[src/rtl/mips_pkg.sv]
// rtl/mips_pkg.sv - shared MIPS pipeline constants for the write-back stage
package mips_pkg;
  localparam int PKG_DATA_W = 32;
  localparam int PKG_ADDR_W = 5;

  localparam logic [1:0] SZ_BYTE = 2'b00;
  localparam logic [1:0] SZ_HALF = 2'b01;
  localparam logic [1:0] SZ_WORD = 2'b10;

  localparam logic [PKG_ADDR_W-1:0] REG_ZERO = '0;
endpackage

[src/rtl/load_extract.sv]
// rtl/load_extract.sv - big-endian sub-word select, extension and alignment check
module load_extract
  import mips_pkg::*;
(
  input  logic [31:0] i_word,
  input  logic [1:0]  i_offset,
  input  logic [1:0]  i_size,
  input  logic        i_signed,
  output logic [31:0] o_data,
  output logic        o_misaligned
);
  logic [7:0]  w_byte;
  logic [15:0] w_half;

  always_comb begin
    w_byte = i_word[31:24];
    case (i_offset)
      2'd0:    w_byte = i_word[31:24];
      2'd1:    w_byte = i_word[23:16];
      2'd2:    w_byte = i_word[15:8];
      default: w_byte = i_word[7:0];
    endcase
    w_half = i_offset[1] ? i_word[15:0] : i_word[31:16];
  end

  // Size 2'b11 falls into the word branch on purpose.
  always_comb begin
    o_data = i_word;
    case (i_size)
      SZ_BYTE: o_data = {{24{i_signed & w_byte[7]}}, w_byte};
      SZ_HALF: o_data = {{16{i_signed & w_half[15]}}, w_half};
      default: o_data = i_word;
    endcase
    o_misaligned = ((i_size == SZ_HALF) & i_offset[0]) | (i_size[1] & (i_offset != 2'b00));
  end
endmodule

[src/rtl/wb_stage.sv]
// rtl/wb_stage.sv - MEM/WB register, write-data select and ID read bypass
module wb_stage
  import mips_pkg::*;
#(
  parameter int DATA_W = PKG_DATA_W,
  parameter int ADDR_W = PKG_ADDR_W,
  parameter int CNT_W  = 32
) (
  input  logic              clk,
  input  logic              rst,
  input  logic              mem_valid,
  input  logic              mem_reg_write,
  input  logic              mem_mem_to_reg,
  input  logic              mem_link,
  input  logic [1:0]        mem_size,
  input  logic              mem_signed,
  input  logic [ADDR_W-1:0] mem_write_reg,
  input  logic [DATA_W-1:0] mem_alu_result,
  input  logic [DATA_W-1:0] mem_read_data,
  input  logic [DATA_W-1:0] mem_pc_plus4,
  input  logic              stall,
  input  logic              flush,
  output logic [ADDR_W-1:0] write_reg,
  output logic [DATA_W-1:0] write_data,
  output logic              RegWrite,
  input  logic [ADDR_W-1:0] id_read_reg1,
  input  logic [ADDR_W-1:0] id_read_reg2,
  input  logic [DATA_W-1:0] rf_read_data1,
  input  logic [DATA_W-1:0] rf_read_data2,
  output logic [DATA_W-1:0] id_read_data1,
  output logic [DATA_W-1:0] id_read_data2,
  output logic              misalign_err,
  output logic [CNT_W-1:0]  instret
);
  logic              r_valid, r_fresh;
  logic              r_reg_write, r_mem_to_reg, r_link, r_signed;
  logic [1:0]        r_size;
  logic [ADDR_W-1:0] r_write_reg;
  logic [DATA_W-1:0] r_alu_result, r_read_data, r_pc_plus4;
  logic              r_misalign_err;
  logic [CNT_W-1:0]  r_instret;

  logic [DATA_W-1:0] w_load_data;
  logic              w_ext_misaligned;
  logic              w_misaligned;

  load_extract u_load_extract (
    .i_word      (r_read_data),
    .i_offset    (r_alu_result[1:0]),
    .i_size      (r_size),
    .i_signed    (r_signed),
    .o_data      (w_load_data),
    .o_misaligned(w_ext_misaligned)
  );

  assign w_misaligned = r_mem_to_reg & w_ext_misaligned;

  always_ff @(posedge clk) begin
    if (rst) begin
      r_valid        <= 1'b0;
      r_fresh        <= 1'b0;
      r_reg_write    <= 1'b0;
      r_mem_to_reg   <= 1'b0;
      r_link         <= 1'b0;
      r_signed       <= 1'b0;
      r_size         <= '0;
      r_write_reg    <= '0;
      r_alu_result   <= '0;
      r_read_data    <= '0;
      r_pc_plus4     <= '0;
      r_misalign_err <= 1'b0;
      r_instret      <= '0;
    end else begin
      // The entry currently in WB retires regardless of what MEM does this cycle.
      if (r_fresh & r_valid) begin
        r_instret <= r_instret + CNT_W'(1);
        if (w_misaligned) r_misalign_err <= 1'b1;
      end
      if (flush) begin
        r_valid <= 1'b0;
        r_fresh <= 1'b0;
      end else if (stall) begin
        r_fresh <= 1'b0;
      end else begin
        r_valid      <= mem_valid;
        r_fresh      <= mem_valid;
        r_reg_write  <= mem_reg_write;
        r_mem_to_reg <= mem_mem_to_reg;
        r_link       <= mem_link;
        r_signed     <= mem_signed;
        r_size       <= mem_size;
        r_write_reg  <= mem_write_reg;
        r_alu_result <= mem_alu_result;
        r_read_data  <= mem_read_data;
        r_pc_plus4   <= mem_pc_plus4;
      end
    end
  end

  always_comb begin
    RegWrite   = r_fresh & r_reg_write & (r_write_reg != ADDR_W'(REG_ZERO)) & ~w_misaligned;
    write_reg  = r_write_reg;
    write_data = r_link ? r_pc_plus4 : (r_mem_to_reg ? w_load_data : r_alu_result);
  end

  // The register file reads before it writes, so a same-edge write is forwarded here.
  always_comb begin
    id_read_data1 = (RegWrite && (write_reg == id_read_reg1)) ? write_data : rf_read_data1;
    id_read_data2 = (RegWrite && (write_reg == id_read_reg2)) ? write_data : rf_read_data2;
  end

  assign misalign_err = r_misalign_err;
  assign instret      = r_instret;
endmodule

[config.mk]
export PLATFORM = sky130hd
export DESIGN_NAME = wb_stage
export DESIGN_NICKNAME = d
export VERILOG_FILES = /design/src/rtl/mips_pkg.sv /design/src/rtl/load_extract.sv /design/src/rtl/wb_stage.sv
export SDC_FILE = /design/constraint.sdc
export NUM_CORES = 1
export LEC_CHECK = 0
export CAP_MARGIN = 20
export CORE_ASPECT_RATIO = 0.75
export CORE_MARGIN = 3
export CORE_UTILIZATION = 40
export CTS_CLUSTER_DIAMETER = 200
export CTS_CLUSTER_SIZE = 10
export DETAILED_ROUTE_END_ITERATION = 12
export PLACE_DENSITY = 0.84
export SLEW_MARGIN = 5
export SYNTH_ARGS = -nofsm -noshare
export SYNTH_HDL_FRONTEND = slang
export SYNTH_SLANG_ARGS = --single-unit
[constraint.sdc]
create_clock -name clk -period 2.21 [get_ports clk]
set_clock_uncertainty 0.15 [all_clocks]
set_input_delay 0.221 -clock clk [delete_from_list [all_inputs] [get_ports clk]]
set_output_delay 0.221 -clock clk [all_outputs]
set_load 0.1 [all_outputs]
### Yosys cells after proc, flatten, opt, wreduce, memory -nomap -nowiden

Cells that the tools add are included.

| word-level totals | value |
|---|---|
| output and inout bits | 135 |
| register bits | 142 |
| logic and storage cells | 49 |
| input port bits | 186 |

| operators by class | value |
|---|---|
| add/sub/neg operators | 1 |
| equality and inequality tests | 5 |
| multiplexer cells | 7 |
| bitwise logic cells | 13 |
| reduce and logical (&&, ||, !) cells | 10 |

Operators by type and width:

| kind | number |
|---|---|
| 2-to-1 mux 32 bit | 4 |
| case mux 32 bit (2 select lines) | 1 |
| adder 32 x 1 -> 32 bit (second input constant) | 1 |
| case mux 8 bit (3 select lines) | 1 |
| 2-to-1 mux 16 bit | 1 |
| == test 5 bit | 2 |
| bitwise AND 1 bit | 9 |
| nonzero test 5 bit | 1 |
| == test 2 x 1 -> 1 bit (second input constant) | 2 |
| zero test 2 bit | 2 |
| AND reduction 2 bit | 2 |
| NOT 1 bit | 3 |
| OR reduction 3 bit | 1 |
| == test 2 bit (second input constant) | 1 |
| logical AND 1 bit | 2 |
| nonzero test 2 bit | 1 |
| OR reduction 2 bit | 1 |
| bitwise OR 1 bit | 1 |

### Depth between registers and ports, before layout

| logic depth | value |
|---|---|
| depth in word-level cells | 8 |
| depth in mapped cells | 8 |
| mapped depth without buffers | 5 |

### By module

Synthesis repeated with hierarchy kept, for this count alone.

| second synthesis, totals | value |
|---|---|
| cells, all modules | 954 |
| area total of the unflattened synthesis | 7616.1 sq um |

By module, submodules not included:

| module | sequential area each (sq um) | area each (sq um) | cells an instance | instances |
|---|---|---|---|---|
| wb_stage | 2842.7 | 6779.0 | 843 | 1 |
| load_extract | 0.0 | 837.1 | 111 | 1 |

### Least setup slack after synthesis

Ideal clock, no wire load.

| path | value |
|---|---|
| kind | reg-to-output |
| start point | register r_write_reg[4] (netlist: write_reg[4]) |
| end point | output port id_read_data2[10] |
| buffers on the path | 2 |
| data required time | 1839 ps |
| stages on the path, launching flop included | 7 |
| data arrival time | 4444 ps |
| slack | -2605 ps |
| cells stage by stage | dfxtp_1 > xnor2_1 > nand2_1 > clkbuf_1 > or4_1 > clkbuf_1 > o31ai_1 |

| between the ends | value |
|---|---|
| word-level cells in the longest chain between the ends | 5 |
| elaborated cells on any way between the ends | 6 |
| classes of those cells | eq/ne (1); mux (1); bitwise (2); reduce/logical (2) |

Ends and longest elaborated chain:

| what | RTL line | text |
|---|---|---|
| start: declaration | wb_stage.sv:38 | `logic [ADDR_W-1:0] r_write_reg;` |
| start signal: assignment | wb_stage.sv:92 | `r_write_reg <= mem_write_reg;` |
| nonzero test 5 bit | wb_stage.sv:101 | `RegWrite = r_fresh & r_reg_write & (r_write_reg != ADDR_W'(REG_ZERO)) & ~w_misaligned;` |
| bitwise AND 1 bit (2 in a row) | wb_stage.sv:101 |  |
| logical AND 1 bit (*) | wb_stage.sv:109 | `id_read_data2 = (RegWrite && (write_reg == id_read_reg2)) ? write_data : rf_read_data2;` |
| 2-to-1 mux 32 bit (*) | wb_stage.sv:109 |  |
| end: declaration | wb_stage.sv:31 | `output logic [DATA_W-1:0] id_read_data2,` |

Every way passes the cells marked *; elsewhere a longest branch is shown, timed or not.

### Final worst setup path

| path | value |
|---|---|
| start point | register r_alu_result[1] |
| end point | output port id_read_data2[22] |

| between the ends | value |
|---|---|
| word-level cells in the longest chain between the ends | 8 |
| elaborated cells on any way between the ends | 18 |
| classes of those cells | eq/ne (2); mux (6); bitwise (7); reduce/logical (3) |

Ends and longest elaborated chain:

| what | RTL line | text |
|---|---|---|
| start: declaration | wb_stage.sv:39 | `logic [DATA_W-1:0] r_alu_result, r_read_data, r_pc_plus4;` |
| start signal: assignment | wb_stage.sv:93 | `r_alu_result <= mem_alu_result;` |
| branches (longest 7 deep; another with case mux 32 bit (2 select lines)) | - |  |
| 2-to-1 mux 32 bit (*) | wb_stage.sv:109 |  |

Every way passes the cells marked *.

==> results.cfg <==
[outcome]
outcome = finished, violations left
violations = negative setup slack

[pwr]
p_int_mw = 5.665
p_clk_share_pct = 32.9
p_leak_nw = 5.902
combPwrFrac_pct = 36.4
irDropWorstVdd_uv = 519.9
pwr-share-seq_pct = 30.7
switching_share_pct = 36.54
switchingPower_mw = 3.262
power_density_nw_per_um2 = 568.2

[clock_network]
worst_skew_pair.late_latency_ns = 0.43
path_clk_slew_ns = 0.07
cts_tree = yes
clk_path_buf_depth = 2
cts_buffers = 17
cts_root_buf = clkbuf_16
h-tree-depth = 4
clkSinkCount = 142

[routing]
wl_per_cell_um = 24.68
postRouteAntennaNets = 0
firstDrtPassIters = 8
drc = 0
first_iter_violations = 1353
drt-vias-per-instance = 6.263
drt_wl_total_mm = 41.38
vias = 10503

[place]
dpl_cell_area_um2 = 14030
gp_congestion = 0.9775
dp_cells = 1618
io_buffers = 320
dp_hpwl_mm = 25.24

[timing]
maxClockFrequency_mhz = 342.4
worst_pin_slew_ns = 0.7642
hold_violations = 0
drv_slew = 0
finalSetupViolCount = 97
holdWs_ns = 0.1085
rsz0062_at_grt = true
slew_headroom_pct = 49.05
fin_crit_sh_pct = 132.1
period_needed_ns = 2.920
setup_ws_ns = -0.7105
totalNegativeSetupSlack_ns = -55.34

[synthesis]
ys.flop_type = dfxtp_1
ys_warn_count = 0
yosysTopAreaCell = dfxtp_1
synth-async-reset-ratio_pct = 0
synth.top_cell.area_share_pct = 36.32
netlist_area_um2 = 7828
yosysSeqAreaShare_pct = 36.32
synth_seq_cells = 142
netlist_top_cells_count = nand2_1 (228), a21oi_1 (142), dfxtp_1 (142)
yosysMostFrequentCell = nand2_1
synth_nets = 1189
synthCells = 1002
synth_area_leaders = dfxtp_1 (36%), nand2_1 (11%), a21oi_1 (9.1%)
synth_edf_count = 0
synth_cell_type_count = 52
synth_area_per_cell_um2 = 7.812

[finish]
num_antenna_cells = 0
drive_gt1_share_pct = 38.95
stdcell_count = 1677
nets = 1604
fin_util_pct = 83.44
postLayoutCellArea_um2 = 15710
syn_to_final_growth_pct = 100.7

[global_route]
overflow = 0
grt_max_degree = 60
grt_pass1_wl_mm = 58.13
grt_pass1_vias = 10279
grtUsageTotal_pct = 34.41
antenna_found_initial = 1

[critical_path]
cp_data_arrival_time_ns = 2.55
start_kind = register
crit_fanout = 17
endpoint_kind = output port
criticalPathCategory = register to output port
required_ns = 1.84

[floorplan]
num_rows = 43
dieArea_um2 = 21300
die_h_um = 127.1
die_width_um = 167.5
core_um2 = 18830
start_util_pct = 41.57
num_io_pins = 321

[job]
drv_cap = 0

[min_path]
hold_path.class = primary input to register
[routing by layer]
| layer | GRT usage [%] | part of all wire (%) | up-vias |
|---|---|---|---|
| met5 | 0 | 0.027 | - |
| met2 | 55.54 | 45 | 837 |
| met1 | 42.21 | 36 | 4917 |
| li1 | - | - | 4498 |
| met3 | 9.465 | 12 | 249 |
| met4 | 18.18 | 6.9 | 2 |
[power by group through the flow]
stage / clock network, mW / registers [mW] / logic, mW
after floorplan: 0 / 2.77 / 1.62
after global placement: 0 / 2.77 / 2.90
after detailed placement: 0 / 2.77 / 2.94
after CTS: 2.89 / 2.72 / 3.09
after global routing: 3.04 / 2.75 / 3.33
final: 2.94 / 2.74 / 3.25
[cell usage in the layout (no fill, tap or decap), drive strengths merged, types with 7 or more instances in the layout]
cell,count
buf,302
nand2,228
clkdlybuf4s50,184
a21oi,152
dfxtp,142
mux2,51
o31ai,33
nor2,24
a22o,23
o21ai,22
clkbuf,20
or4,19
nand3,18
o41ai,18
o22ai,17
or3,16
a311oi,15
inv,14
xnor2,14
and2,12
nor3b,11
nand4,10
a221oi,9
a2111oi,8
nand2b,7
[per-stage QoR]
| step | setup WS [ns] | total power, mW |
|---|---|---|
| after floorplan | -0.7063 | 4.389 |
| after global placement | -0.3618 | 5.673 |
| after detailed placement | -0.4503 | 5.710 |
| after CTS | -0.6317 | 8.704 |
| after global routing | -0.7301 | 9.115 |
| final | -0.7105 | 8.928 |
[final cells by class]
type | count | area [µm²]
Tap cell | 247 | 309.0
Multi-Input combinational cell | 758 | 6015
Clock buffer | 20 | 467.9
Fill cell | 958 | 3119
Clock inverter | 12 | 122.6
Sequential cell | 142 | 2935
Timing Repair Buffer | 486 | 5813
Inverter | 12 | 48.80
[cells by family (layout without fill, tap and decap cells)]
family | Yosys count | in the layout | share of synthesized area [%]
AO/OA/AOI/OAI | 314 | 314 | 26.15
XOR/XNOR | 19 | 19 | 2.126
adder cells (fa/ha/maj) | 1 | 1 | 0.1598
buffers and inverters | 103 | 530 | 5.291
flip-flops | 142 | 142 | 36.32
multiplexers | 56 | 56 | 8.024
AND/OR/NAND/NOR | 367 | 368 | 21.93
[critical path, stage by stage, from the launching register on]
cell and delay (ns):
dfxtp_4 0.39, buf_8 0.14, mux2_4 0.33, buf_12 0.16
a311oi_1 0.35, buf_4 0.19, a21oi_4 0.07, mux2_4 0.29
buf_12 0.17
[path summary, 6_finish.rpt]
kind,start,to,slack (ns),cells past startpoint
max,r_alu_result[1]$_SDFFE_PP0P_,id_read_data2[22],-0.71,8
min reg2reg,r_pc_plus4[9]$_SDFFE_PP0P_,r_pc_plus4[9]$_SDFFE_PP0P_,0.30,2
max reg2reg,instret[0]$_SDFFE_PP0P_,instret[30]$_SDFFE_PP0P_,0.11,6
min,rst,instret[8]$_SDFFE_PP0P_,0.11,2
[repair_timing]
| action | in CTS | in global routing |
|---|---|---|
| cloned | 2 | 0 |
| buffers inserted | 18 | 14 |
| endpoints found under the hold margin | 0 | 0 |
| endpoints found under the setup margin | 97 | 97 |
| hold buffers | 0 | 0 |
| pin swaps | 34 | 38 |
| resized for setup | 112 | 60 |
Power figures use the tool's default switching activity.
